$ cat src/rtl/control_sequencer_pkg.sv
// ============================================================================
// Module  : control_sequencer_pkg
// Brief   : Shared encodings for the RV32I multicycle control sequencer.
// Revision: 1.0 - initial release
// ============================================================================
`default_nettype none

package control_sequencer_pkg;

    localparam logic [2:0] CTRL_IDLE    = 3'd0;
    localparam logic [2:0] CTRL_FETCH   = 3'd1;
    localparam logic [2:0] CTRL_DECODE  = 3'd2;
    localparam logic [2:0] CTRL_EXECUTE = 3'd3;
    localparam logic [2:0] CTRL_MEM     = 3'd4;
    localparam logic [2:0] CTRL_WB      = 3'd5;
    localparam logic [2:0] CTRL_ERROR   = 3'd6;

    typedef enum logic [2:0] {
        ST_IDLE    = CTRL_IDLE,
        ST_FETCH   = CTRL_FETCH,
        ST_DECODE  = CTRL_DECODE,
        ST_EXECUTE = CTRL_EXECUTE,
        ST_MEM     = CTRL_MEM,
        ST_WB      = CTRL_WB,
        ST_ERROR   = CTRL_ERROR
    } ctrl_state_t;

    localparam logic [1:0] WR_OFF  = 2'b00;
    localparam logic [1:0] WR_BYTE = 2'b01;
    localparam logic [1:0] WR_HALF = 2'b10;
    localparam logic [1:0] WR_WORD = 2'b11;

    localparam logic [1:0] MEM_ALU = 2'b00;
    localparam logic [1:0] MEM_LD  = 2'b01;
    localparam logic [1:0] MEM_PC4 = 2'b10;

    localparam logic [2:0] DEFAULT = 3'b000;

    localparam logic [31:0] NOP_INSTR = 32'h0000_0013;

    function automatic logic is_mem_op(input logic [1:0] mem_we, input logic [1:0] mem_out_sel);
        return (mem_we != WR_OFF) || (mem_out_sel == MEM_LD);
    endfunction

endpackage

`default_nettype wire

$ cat src/rtl/control_sequencer_bus_wait_timer.sv
// ============================================================================
// Module  : bus_wait_timer
// Brief   : Wait-cycle counter shared by the fetch and data bus handshakes.
// Revision: 1.0 - initial release
// ============================================================================
`default_nettype none

module bus_wait_timer #(
    parameter int MAX_WAIT = 15
) (
    input  logic clk,
    input  logic rst,
    input  logic clear,
    input  logic count_en,
    output logic expired
);

    localparam int CW = $clog2(MAX_WAIT + 1);

    logic [CW-1:0] count;

    always_ff @(posedge clk) begin
        if (rst || clear) begin
            count <= '0;
        end else if (count_en && !expired) begin
            count <= count + CW'(1);
        end
    end

    assign expired = (count == CW'(MAX_WAIT));

endmodule

`default_nettype wire

$ cat src/rtl/control_sequencer.sv
// ============================================================================
// Module  : control_sequencer
// Brief   : Multicycle FETCH/DECODE/EXECUTE/MEM/WB sequencer owning PC and IR.
// Revision: 1.0 - initial release
// ============================================================================
`default_nettype none

module control_sequencer
    import control_sequencer_pkg::*;
#(
    parameter logic [31:0] RESET_PC    = 32'h0000_0000,
    parameter int          MEM_TIMEOUT = 15
) (
    input  logic        Clk,
    input  logic        Rst,
    output logic        Imem_req,
    output logic [31:0] Imem_addr,
    input  logic        Imem_ready,
    input  logic [31:0] Imem_rdata,
    output logic [31:0] Instr,
    output logic [31:0] Pc,
    input  logic [2:0]  Branch_sel,
    input  logic        Jump_sel,
    input  logic [1:0]  Mem_we,
    input  logic [1:0]  Mem_out_sel,
    input  logic        Wb_en,
    input  logic        Branch_taken,
    input  logic [31:0] Target,
    output logic        Dmem_req,
    output logic [1:0]  Dmem_we,
    input  logic        Dmem_ready,
    output logic        Rf_we,
    output logic        Retire,
    output logic        Halt
);

    ctrl_state_t state;
    ctrl_state_t next_state;
    logic [31:0] pc;
    logic [31:0] instr;
    logic        rst_hold;
    logic        timer_clear;
    logic        timer_count;
    logic        timer_expired;
    logic        take_target;

    assign take_target = Jump_sel || ((Branch_sel != DEFAULT) && Branch_taken);

    // rst_hold keeps IDLE for one full cycle after reset release
    always_ff @(posedge Clk) begin
        if (Rst) begin
            state    <= ST_IDLE;
            pc       <= RESET_PC;
            instr    <= NOP_INSTR;
            rst_hold <= 1'b1;
        end else begin
            state    <= next_state;
            rst_hold <= 1'b0;
            if (state == ST_FETCH && Imem_ready) begin
                instr <= Imem_rdata;
            end
            if (state == ST_WB) begin
                pc <= take_target ? Target : pc + 32'd4;
            end
        end
    end

    always_comb begin
        next_state  = state;
        Imem_req    = 1'b0;
        Dmem_req    = 1'b0;
        Dmem_we     = WR_OFF;
        Rf_we       = 1'b0;
        Retire      = 1'b0;
        Halt        = 1'b0;
        timer_clear = 1'b1;
        timer_count = 1'b0;
        case (state)
            ST_IDLE: begin
                if (!rst_hold) next_state = ST_FETCH;
            end
            ST_FETCH: begin
                Imem_req    = 1'b1;
                timer_clear = 1'b0;
                timer_count = !Imem_ready;
                if (Imem_ready)         next_state = ST_DECODE;
                else if (timer_expired) next_state = ST_ERROR;
            end
            ST_DECODE: begin
                next_state = ST_EXECUTE;
            end
            ST_EXECUTE: begin
                next_state = is_mem_op(Mem_we, Mem_out_sel) ? ST_MEM : ST_WB;
            end
            ST_MEM: begin
                Dmem_req    = 1'b1;
                Dmem_we     = Mem_we;
                timer_clear = 1'b0;
                timer_count = !Dmem_ready;
                if (Dmem_ready)         next_state = ST_WB;
                else if (timer_expired) next_state = ST_ERROR;
            end
            ST_WB: begin
                Rf_we      = Wb_en;
                Retire     = 1'b1;
                next_state = ST_FETCH;
            end
            ST_ERROR: begin
                Halt = 1'b1;
            end
            default: begin
                next_state = ST_IDLE;
            end
        endcase
    end

    bus_wait_timer #(
        .MAX_WAIT (MEM_TIMEOUT)
    ) u_bus_wait_timer (
        .clk      (Clk),
        .rst      (Rst),
        .clear    (timer_clear),
        .count_en (timer_count),
        .expired  (timer_expired)
    );

    assign Imem_addr = pc;
    assign Pc        = pc;
    assign Instr     = instr;

endmodule

`default_nettype wire

$ cat config.mk
export PLATFORM = sky130hd
export DESIGN_NAME = control_sequencer
export DESIGN_NICKNAME = d
export VERILOG_FILES = /design/src/rtl/control_sequencer_pkg.sv /design/src/rtl/control_sequencer_bus_wait_timer.sv /design/src/rtl/control_sequencer.sv
export SDC_FILE = /design/constraint.sdc
export NUM_CORES = 1
export LEC_CHECK = 0
export BUFFER_PORTS_ARGS = -buffer_cell sky130_fd_sc_hd__clkbuf_2
export CORE_ASPECT_RATIO = 0.8
export CORE_MARGIN = 3
export CORE_UTILIZATION = 46
export DETAILED_ROUTE_END_ITERATION = 16
export HOLD_SLACK_MARGIN = 0.06
export PLACE_DENSITY_LB_ADDON = 0.2
export SYNTH_ARGS = -nofsm -noshare
export SYNTH_HDL_FRONTEND = slang
export SYNTH_SLANG_ARGS = --single-unit
$ cat constraint.sdc
create_clock -name Clk -period 2.7 [get_ports Clk]
set_clock_uncertainty 0.2 [all_clocks]
set_input_delay 0.405 -clock Clk [delete_from_list [all_inputs] [get_ports Clk]]
set_output_delay 0.405 -clock Clk [all_outputs]
set_load 0.05 [all_outputs]
==> results of run 1 <==
-- cells by family (layout without fill, tap and decap cells) --
logic type      after synthesis  after routing
flops                        72             72
fa+ha+maj                     2              2
buf+inv                      73            223
compound gates              119            119
mux                           5              5
simple gates                235            235
xor+xnor                      2              2
-- where the power goes --
part           internal, W  total [W]  switching [W]
Sequential         0.00111    0.00114      0.0000344
Combinational     0.000145   0.000485       0.000341
Clock             0.000616    0.00104       0.000423
Total              0.00187    0.00267       0.000798
-- stage by stage --
step / setup WS (ns) / std cells / power (W) / hold WS (ns)
global placement: 0.3880 / 749 / 0.001640 / 0.2411
CTS: 0.3021 / 766 / 0.002689 / 0.06286
finish: 0.3024 / 766 / 0.002666 / 0.07712
global route: 0.1621 / 766 / 0.002769 / 0.06322
floorplan: 0.2336 / 508 / 0.001505 / 0.2327
detailed placement: 0.2889 / 749 / 0.001651 / 0.2456
-- worst min-delay path by stage --
stage	slack, ns	end	depth (start not counted)	start
floorplan	0.23	rst_hold	0	Rst
detailed placement	0.25	Instr[11]	2	Instr[11]
finish	0.08	Instr[19]	3	Imem_rdata[19]
CTS	0.06	Instr[19]	3	Imem_rdata[19]
global route	0.06	Instr[24]	3	Imem_rdata[24]
global placement	0.24	Instr[11]	2	Instr[11]
-- critical path, delay by kind of cell (launching register included) --
kind             cells  cell delay [ns]
flip-flops           1             0.50
AO/OA/AOI/OAI        1             0.10
AND/OR/NAND/NOR      4             1.53
-- cell type report --
cell class,instances,area (um2),area share (%)
Clock buffer,9,123.9,2.506
Clock inverter,7,117.6,2.380
Inverter,7,26.28,0.5316
Multi-Input combinational cell,363,2029,41.06
Sequential cell,72,1441,29.16
Tap cell,108,135.1,2.734
Timing Repair Buffer,200,1069,21.62
-- layer usage --
layer | wire (um) | share of wire (%) | up-vias | track usage (%)
li1 | - | - | 2075 | -
met1 | 5325 | 44 | 1975 | 33.12
met2 | 5528 | 46 | 189 | 39.02
met3 | 1070 | 8.8 | 15 | 6.492
met4 | 180 | 1.5 | 0 | 7.339
met5 | 0 | 0 | - | 0
-- cell usage after synthesis, types with 3 or more instances --
library cell,n
sky130_fd_sc_hd__buf_1,4
sky130_fd_sc_hd__nor2_1,25
sky130_fd_sc_hd__o211ai_1,5
sky130_fd_sc_hd__nand2_1,101
sky130_fd_sc_hd__or4_1,3
sky130_fd_sc_hd__and4_1,5
sky130_fd_sc_hd__clkbuf_1,20
sky130_fd_sc_hd__and2_1,5
sky130_fd_sc_hd__o21ai_0,15
sky130_fd_sc_hd__o31ai_1,5
sky130_fd_sc_hd__nand3_1,26
sky130_fd_sc_hd__nand4_1,13
sky130_fd_sc_hd__inv_1,7
sky130_fd_sc_hd__or3_1,8
sky130_fd_sc_hd__nand2b_1,4
sky130_fd_sc_hd__nor3_1,10
sky130_fd_sc_hd__nor2b_1,3
sky130_fd_sc_hd__buf_2,6
sky130_fd_sc_hd__nor4_1,6
sky130_fd_sc_hd__dfxtp_1,72
sky130_fd_sc_hd__a31oi_1,15
sky130_fd_sc_hd__mux2i_1,3
sky130_fd_sc_hd__a21oi_1,55
sky130_fd_sc_hd__buf_4,34
sky130_fd_sc_hd__nor4b_1,3
sky130_fd_sc_hd__and3_1,8
-- registers in the layout, summed over array words and instances, names as in the netlist --
register / flops
Imem_addr: 32
rst_hold: 1
u_bus_wait_timer.count: 4
state: 3
Instr: 32
==> out/summary.md, run 1 <==
The total standard cell area after synthesis was 3895 um2. TritonCTS built the clock tree. The library cells used most frequently in the layout, excluding fill and tap cells, are sky130_fd_sc_hd__clkbuf_2, sky130_fd_sc_hd__nand2_1, sky130_fd_sc_hd__dfxtp_1, sky130_fd_sc_hd__a21oi_1, sky130_fd_sc_hd__nand3_1. The reg2reg setup slack came out at 0.30 ns.

The clock passes through at most 2 buffers. Library cell used as clock root buffer: sky130_fd_sc_hd__clkbuf_8. The starting utilization of the core area is 48.14%. The height of the die works out to 88.31 um. The run gives 0 as the max capacitance violation total. Summed over all failing endpoints, the final setup total negative slack is 0 ns. Tracing the worst setup path back leads to its startpoint at Imem_addr[4].

The dominant synthesized flop cell was sky130_fd_sc_hd__dfxtp_1. The critical path goes through and4_1, and4_1, nand4_1, or4_1, o211ai_1. The number of nets produced by synthesis was 588; the fraction of final layout cells with drive strength greater than 1 was 34.65%.

The number of antenna violations at the first check in global routing was 0. The ratio of routed vias to standard cells is 5.554, and the largest net degree at the start of global routing is 36. The worst setup path is launched from a flop. The detailed router finished its first iteration with 340 violations.

The finished cells cover 4942 um2. The final hold violation count was 0; the number of buffers added on ports was 180. The simple-gate area share of the yosys netlist is 30.61%. The synthesized netlist devotes 0.6425% of its cell area to adder and majority cells. The synthesized design contains 0 enable-type register cells. The number of buffers inserted for hold repair after clock tree synthesis came out at 1. In this run the standard cell core region covers 8092 um2. In this run the horizontal extent of the chip is 108.9 um. The number of optimization iterations in the first detailed-route pass is 5. The synthesized netlist devotes 19.05% of its cell area to compound gates. After synthesis, the netlist uses 58 different library cells. The post-route antenna net violation count is 0. Largest area contributor in the synthesized netlist: sky130_fd_sc_hd__dfxtp_1.

The kind of end point of the critical path was a flop. The proportion of synthesized area in mux cells is 1.349%, and the final routed DRC violation total is 0. The repair_antennas step left the layout with diodes totalling 0. The max-slew violation count came out at 0. Setup repair after global routing left no endpoint under its margin.

The detailed-route wire length is 12.10 mm, and the maximum vdd drop is 0.2913 mV. After synthesis, the share of flip-flops with an asynchronous set or reset is 0%. The net count of the finished layout is 733. The critical path in this run is classified as flop to flop.

In this run, post-CTS repair resized a total of 0 instances. Setup violations remaining at the end of the flow were counted as 0. The final route contains 4254 vias. Measured in cells, the most critical reg-to-reg path has a length of 5. The worst pin sits at a relative slew slack of 65.59%. The flow ran to the end, and the final reports show no timing, DRC or antenna violations.

The top cell type's share of synthesized area came out at 37.01%. Sequential elements use 37.01% of the synthesized area. In the finished design, the share of the clock period the worst path needs comes to 88.80%. In this run the critical register-to-register path is captured at Imem_addr[31]. The number of global-route vias before repair is 3876, and the placed instance area is 4691 um2.

In the global route stage, overall resource usage came out at 24.62%. For the finished layout, the period the worst path requires is 2.398 ns. Maximum net fanout on the critical path: 9. The critical-path cell with the highest stage delay is sky130_fd_sc_hd__or4_1. Clock tree synthesis inserted a total of 9 buffers. The tools report the top-level port count as 181.

At the pin with the least slew margin, the transition time is 0.5134 ns. Leading cell type in the layout, fill and taps excluded: sky130_fd_sc_hd__clkbuf_2. For this run, the slowest stage of the critical path takes 0.53 ns. Derived from the worst setup path, the maximum achievable clock frequency is 417.1 MHz. The first global-routing pass estimated 18.84 mm of wire. The mean instance size in the synthesized netlist is 7.667 um2, and the clock sink total is 72. The per-cell routed wire length is 15.80 um, and the leakage power is 2.136 nW. STA puts the critical path data arrival time at 2.47 ns. Yosys attributes the largest share of cell area to sky130_fd_sc_hd__dfxtp_1, sky130_fd_sc_hd__nand2_1, sky130_fd_sc_hd__a21oi_1, sky130_fd_sc_hd__buf_4, sky130_fd_sc_hd__nand3_1. The power density over cell area was 539.4 nW/um2. For the Yosys warning count, the log shows 0. The run gives 8.986 mm as the detailed placer's ending HPWL. The H-tree generated during clock tree synthesis spans 3 levels. The tools report the worst setup path endpoint as Imem_addr[31]. From synthesis to final layout, the design area changed by 26.89%. The total overflow left after global routing is 0. At the end of routability-driven placement, the weighted congestion stood at 0.8940.

The tools report the number of placement rows as 29. The cell count after synthesis is 508. The run gives 777 as the layout filler cell count. After synthesis, the largest family of logic cells by area is simple AND/OR/NAND/NOR gates. The cell that appears most often on the critical path is sky130_fd_sc_hd__and4_1. Cells fill 61.08% of the core in the end. Clock latency on the worst-skew pair, taken at its later pin, is 0.34 ns. The floorplan step defined a die boundary enclosing 9615 um2. The classification of the worst-slack hold path was input pin to flop. The worst register-to-register path begins at Imem_addr[4]. For the worst setup path, the data required time is 2.77 ns. Parity-gate share of the synthesized area counting xor and xnor cells: 0.4497%. The number of setup buffers added after CTS is 0. The clock transition at the registers of the reported paths was 0.08 ns; the synthesis-stage register bit count was 72.
(Power assumes the default switching activity.)
==> run 2: changes to the inputs <==
--- a/config.mk
+++ b/config.mk
@@ -12,6 +12,8 @@
 export DETAILED_ROUTE_END_ITERATION = 16
 export HOLD_SLACK_MARGIN = 0.06
 export PLACE_DENSITY_LB_ADDON = 0.2
+export SLEW_MARGIN = 20
 export SYNTH_ARGS = -nofsm -noshare
 export SYNTH_HDL_FRONTEND = slang
+export SYNTH_HIERARCHICAL = 1
 export SYNTH_SLANG_ARGS = --single-unit
==> run 2 against run 1 <==
Against the previous run: critical path type is now flop to output port; count of clock-buffer cells in the layout up 1; largest power group unchanged; worst setup slack better by 0.057 ns; critical path depth down 1; hold slack worse by 0.0024 ns; sequential power about the same; routed wire length up 11%.
==> out/summary.md, run 2 <==
The simple-gate area share of the yosys netlist works out to 29.42% (-1.2 points). The synthesis-stage register bit count works out to 72 (unchanged). The number of cell instances on the worst register-to-register path is 6 (+1), and the number of antenna violations at the first check in global routing is 0 (unchanged).

STA classifies the critical path startpoint as a flop. The worst-skew pair later-pin latency is 0.34 ns (about the same). The run gives 0 (unchanged) as the remaining global-route overflow. The number of buffers added on ports is 180 (unchanged), and the maximum vdd drop is 0.2878 mV (-1.2%). The classification of the worst-slack hold path was input pin to flop. The Yosys warning count was 6 (+6).

The leakage power was 2.140 nW (+0.19%). The proportion of synthesized area in mux cells was 0% (-1.3 points); the cell count after synthesis was 526 (+3.5%). The logs give 29 (unchanged) for the number of placement rows and 745 (+1.6%) for the post-layout net count. Ratio of routed vias to standard cells: 5.946 (+7.1%). The cell area after layout is 5050 um2 (+2.2%). The dominant synthesized flop cell was sky130_fd_sc_hd__dfxtp_1. The logs give 8237 um2 (+1.8%) for the core outline area and 0 (unchanged) for the final routed DRC violation total. The number of post-CTS setup repair buffers was 0 (unchanged). Ranked by instance count, the synthesized netlist is headed by sky130_fd_sc_hd__nand2_1, sky130_fd_sc_hd__dfxtp_1, sky130_fd_sc_hd__a21oi_1, sky130_fd_sc_hd__buf_4, sky130_fd_sc_hd__nand4_1. The run gives 2.10 ns (-0.67 ns) as the data required time of the worst path. Post-route antenna net violation count: 0 (unchanged).

The worst setup path is of the flop to output port kind. Library cell used as clock root buffer: sky130_fd_sc_hd__clkbuf_8. The critical path arrival was 1.74 ns (-0.73 ns).

The main combinational cell family by area after synthesis is simple AND/OR/NAND/NOR gates. Leading cell type in the layout, fill and taps excluded: sky130_fd_sc_hd__clkbuf_2. The run gives 0 ns (unchanged) as the total negative slack for setup checks. The fraction of the mapped netlist area in compound gates was 22.78% (+3.7 points). The tools report the number of buffers created by CTS as 9 (unchanged). The worst setup path endpoint was Rf_we. Number of global-route vias before repair: 4222 (+8.9%). Starting utilization of the core area: 49.16% (+1.0 points). The worst hold path stage count was 3 (unchanged); the number of nets produced by synthesis was 606 (+3.1%). Sorting the synthesized cells by area gives the leading types as sky130_fd_sc_hd__dfxtp_1, sky130_fd_sc_hd__nand2_1, sky130_fd_sc_hd__a21oi_1, sky130_fd_sc_hd__buf_4, sky130_fd_sc_hd__nand4_1. The number of optimization iterations in the first detailed-route pass is 5 (unchanged), and the first-pass GRT wire length is 21.40 mm (+14%). The total die area was 9971 um2 (+3.7%). The layout filler cell count came out at 766 (-1.4%). The mean instance size in the synthesized netlist is 7.697 um2 (+0.39%). TritonCTS built the clock tree. The overall die width was 110.9 um (+1.8%); the number of enable flip-flop cells after synthesis was 0 (unchanged).

Largest area contributor in the synthesized netlist: sky130_fd_sc_hd__dfxtp_1. The fraction of final layout cells with drive strength greater than 1 is 34.03% (-0.62 points). The logs give 0 (-1) for the number of buffers inserted for hold repair after clock tree synthesis and 35.60% (-1.4 points) for the portion of the post-synthesis area used by sequential elements. The flow ran to the end, and the final reports show no timing, DRC or antenna violations. For the overall fraction of global-route tracks in use, the log shows 25.50% (+0.88 points).

The tools report the count of inserted antenna diode cells as 0 (unchanged). The total via count after detailed routing was 4626 (+8.7%). The post-placement setup slack is 0.3516 ns (+0.06270 ns), and the number of DRC violations after detailed-routing iteration 0 is 386 (+14%). The run gives 0.3595 ns (+0.05707 ns) as the smallest setup slack after layout. The overall power after layout was 0.002495 W (-6.4%); the post-cts sizing count was 0 (unchanged). The run gives 0 (unchanged) as the max capacitance violation total. The per-cell routed wire length was 17.24 um (+9.1%); the count of H-tree levels built during CTS was 3 (unchanged).

The top-level port count was 181 (unchanged). The placed instance area is 4853 um2 (+3.5%). For the maximum clock rate, the log shows 427.3 MHz (+2.4%).

The final hold violation count was 0 (unchanged); the total standard cell area after synthesis was 4049 um2 (+4.0%). In this run the critical register-to-register path is captured at Imem_addr[20]. Most common cell in the synthesized netlist: sky130_fd_sc_hd__nand2_1. For the tightest slew margin relative to the limit, the log shows 49.66% (-16 points). The detailed placer's ending HPWL came out at 9.775 mm (+8.8%). The clock transition at the registers of the reported paths is 0.08 ns (about the same).

The max-slew violation count is 0 (unchanged). The origin of the worst setup path is state[2]. Setup repair after global routing left no endpoint under its margin. The maximum net fanout on the critical path was 11 (+2); the number of distinct library cells after synthesis was 62 (+6.9%). The parity-gate share of the synthesized area counting xor and xnor cells works out to 0% (-0.45 points).

Critical-path cell with the highest stage delay: sky130_fd_sc_hd__dfxtp_1. For the detailed-route wire length, the log shows 13.41 mm (+11%). The transition time of the tightest slew-check pin is 0.7482 ns (+0.2349 ns). The clock period minus worst slack came out at 2.341 ns (-0.05707 ns).

The top cell types in the final layout, fill and taps aside, are sky130_fd_sc_hd__clkbuf_2, sky130_fd_sc_hd__nand2_1, sky130_fd_sc_hd__dfxtp_1, sky130_fd_sc_hd__a21oi_1, sky130_fd_sc_hd__nand4_1. The critical path goes through nand3b_1, inv_1, and2_1, clkbuf_2. The clock sink total came out at 72 (unchanged). The largest net degree at the start of global routing is 39 (+8.3%), and the delay contributed by the slowest stage of the critical path is 0.54 ns (about the same). The logs give 0.9084 (+1.6%) for the placer's final routability congestion estimate and 0 (unchanged) for the final setup violation count. The startpoint identified for the worst register-to-register timing path is state[2]. The maximum count of clock buffers along a single path is 2 (unchanged), and the adder-cell share of the synthesized area is 0.6180% (-0.024 points). The reg2reg setup slack was 0.41 ns (+0.11 ns). The share of the clock period used by the worst path was 86.69% (-2.1 points). The height of the die was 89.92 um (+1.8%). The top cell type's share of synthesized area came out at 35.60% (-1.4 points). The share of async-settable or async-resettable flops after synthesis came out at 0% (unchanged). The kind of end point of the critical path is an output port.

In this run the most critical hold path is launched from Imem_rdata[16]. The power density over cell area was 494.2 nW/um2 (-8.4%); the area growth from synthesis to final layout was 24.72%.
-- run 2: per-stage QoR --
stage / std cells / utilization [%] / hold slack, ns
3_5_place_dp: 762 / 58.92 / 0.2460
6_report: 778 / 61.31 / 0.07473
4_1_cts: 778 / 61.31 / 0.06969
3_3_place_gp: 762 / 58.92 / 0.2418
2_1_floorplan: 526 / - / 0.2327
5_1_grt: 778 / 61.31 / 0.07331
-- run 2: how the worst min path moves through the flow --
stage           endpoint  slack [ns]
6_report       Instr[16]        0.07
5_1_grt        Instr[28]        0.07
4_1_cts        Instr[16]        0.07
3_5_place_dp   Instr[10]        0.25
3_3_place_gp   Instr[26]        0.24
2_1_floorplan   rst_hold        0.23
-- run 2: report_power, final --
| group | leakage [nW] | internal (W) | switching (W) | total (W) |
|---|---|---|---|---|
| clock network | 0.0968 | 0.000432 | 0.000439 | 0.000872 |
| logic | 1.46 | 0.000143 | 0.000343 | 0.000485 |
| registers | 0.583 | 0.00110 | 0.0000360 | 0.00114 |
-- run 2: critical path, delay by kind of cell, from the launching register on --
kind	cells	cell delay, ns
flip-flops	1	0.54
buffers and inverters	2	0.50
AND/OR/NAND/NOR	2	0.35
-- run 2: routing by layer --
layer,vias up,global-route usage (%),part of all wire (%)
li1,2183,-,-
met1,2128,35.54,42
met2,291,40.30,46
met3,24,4.765,9.7
met4,0,7.487,1.7
met5,-,0,0
-- run 2: layout make-up --
cell class | instances | area, um2 | area share (%)
clock buffer | 10 | 127.6 | 2.527
clock inverter | 6 | 68.82 | 1.363
inverter | 14 | 52.55 | 1.041
multi-input combinational | 367 | 2138 | 42.34
sequential | 72 | 1441 | 28.54
tap | 108 | 135.1 | 2.676
timing repair buffer | 201 | 1086 | 21.51
-- run 2: cell families (layout without fill, tap and decap cells) --
family | after synthesis | count (layout)
AO/OA/AOI/OAI | 137 | 137
buffers and inverters | 87 | 231
adder cells (fa/ha/maj) | 2 | 2
AND/OR/NAND/NOR | 228 | 228
flip-flops | 72 | 72
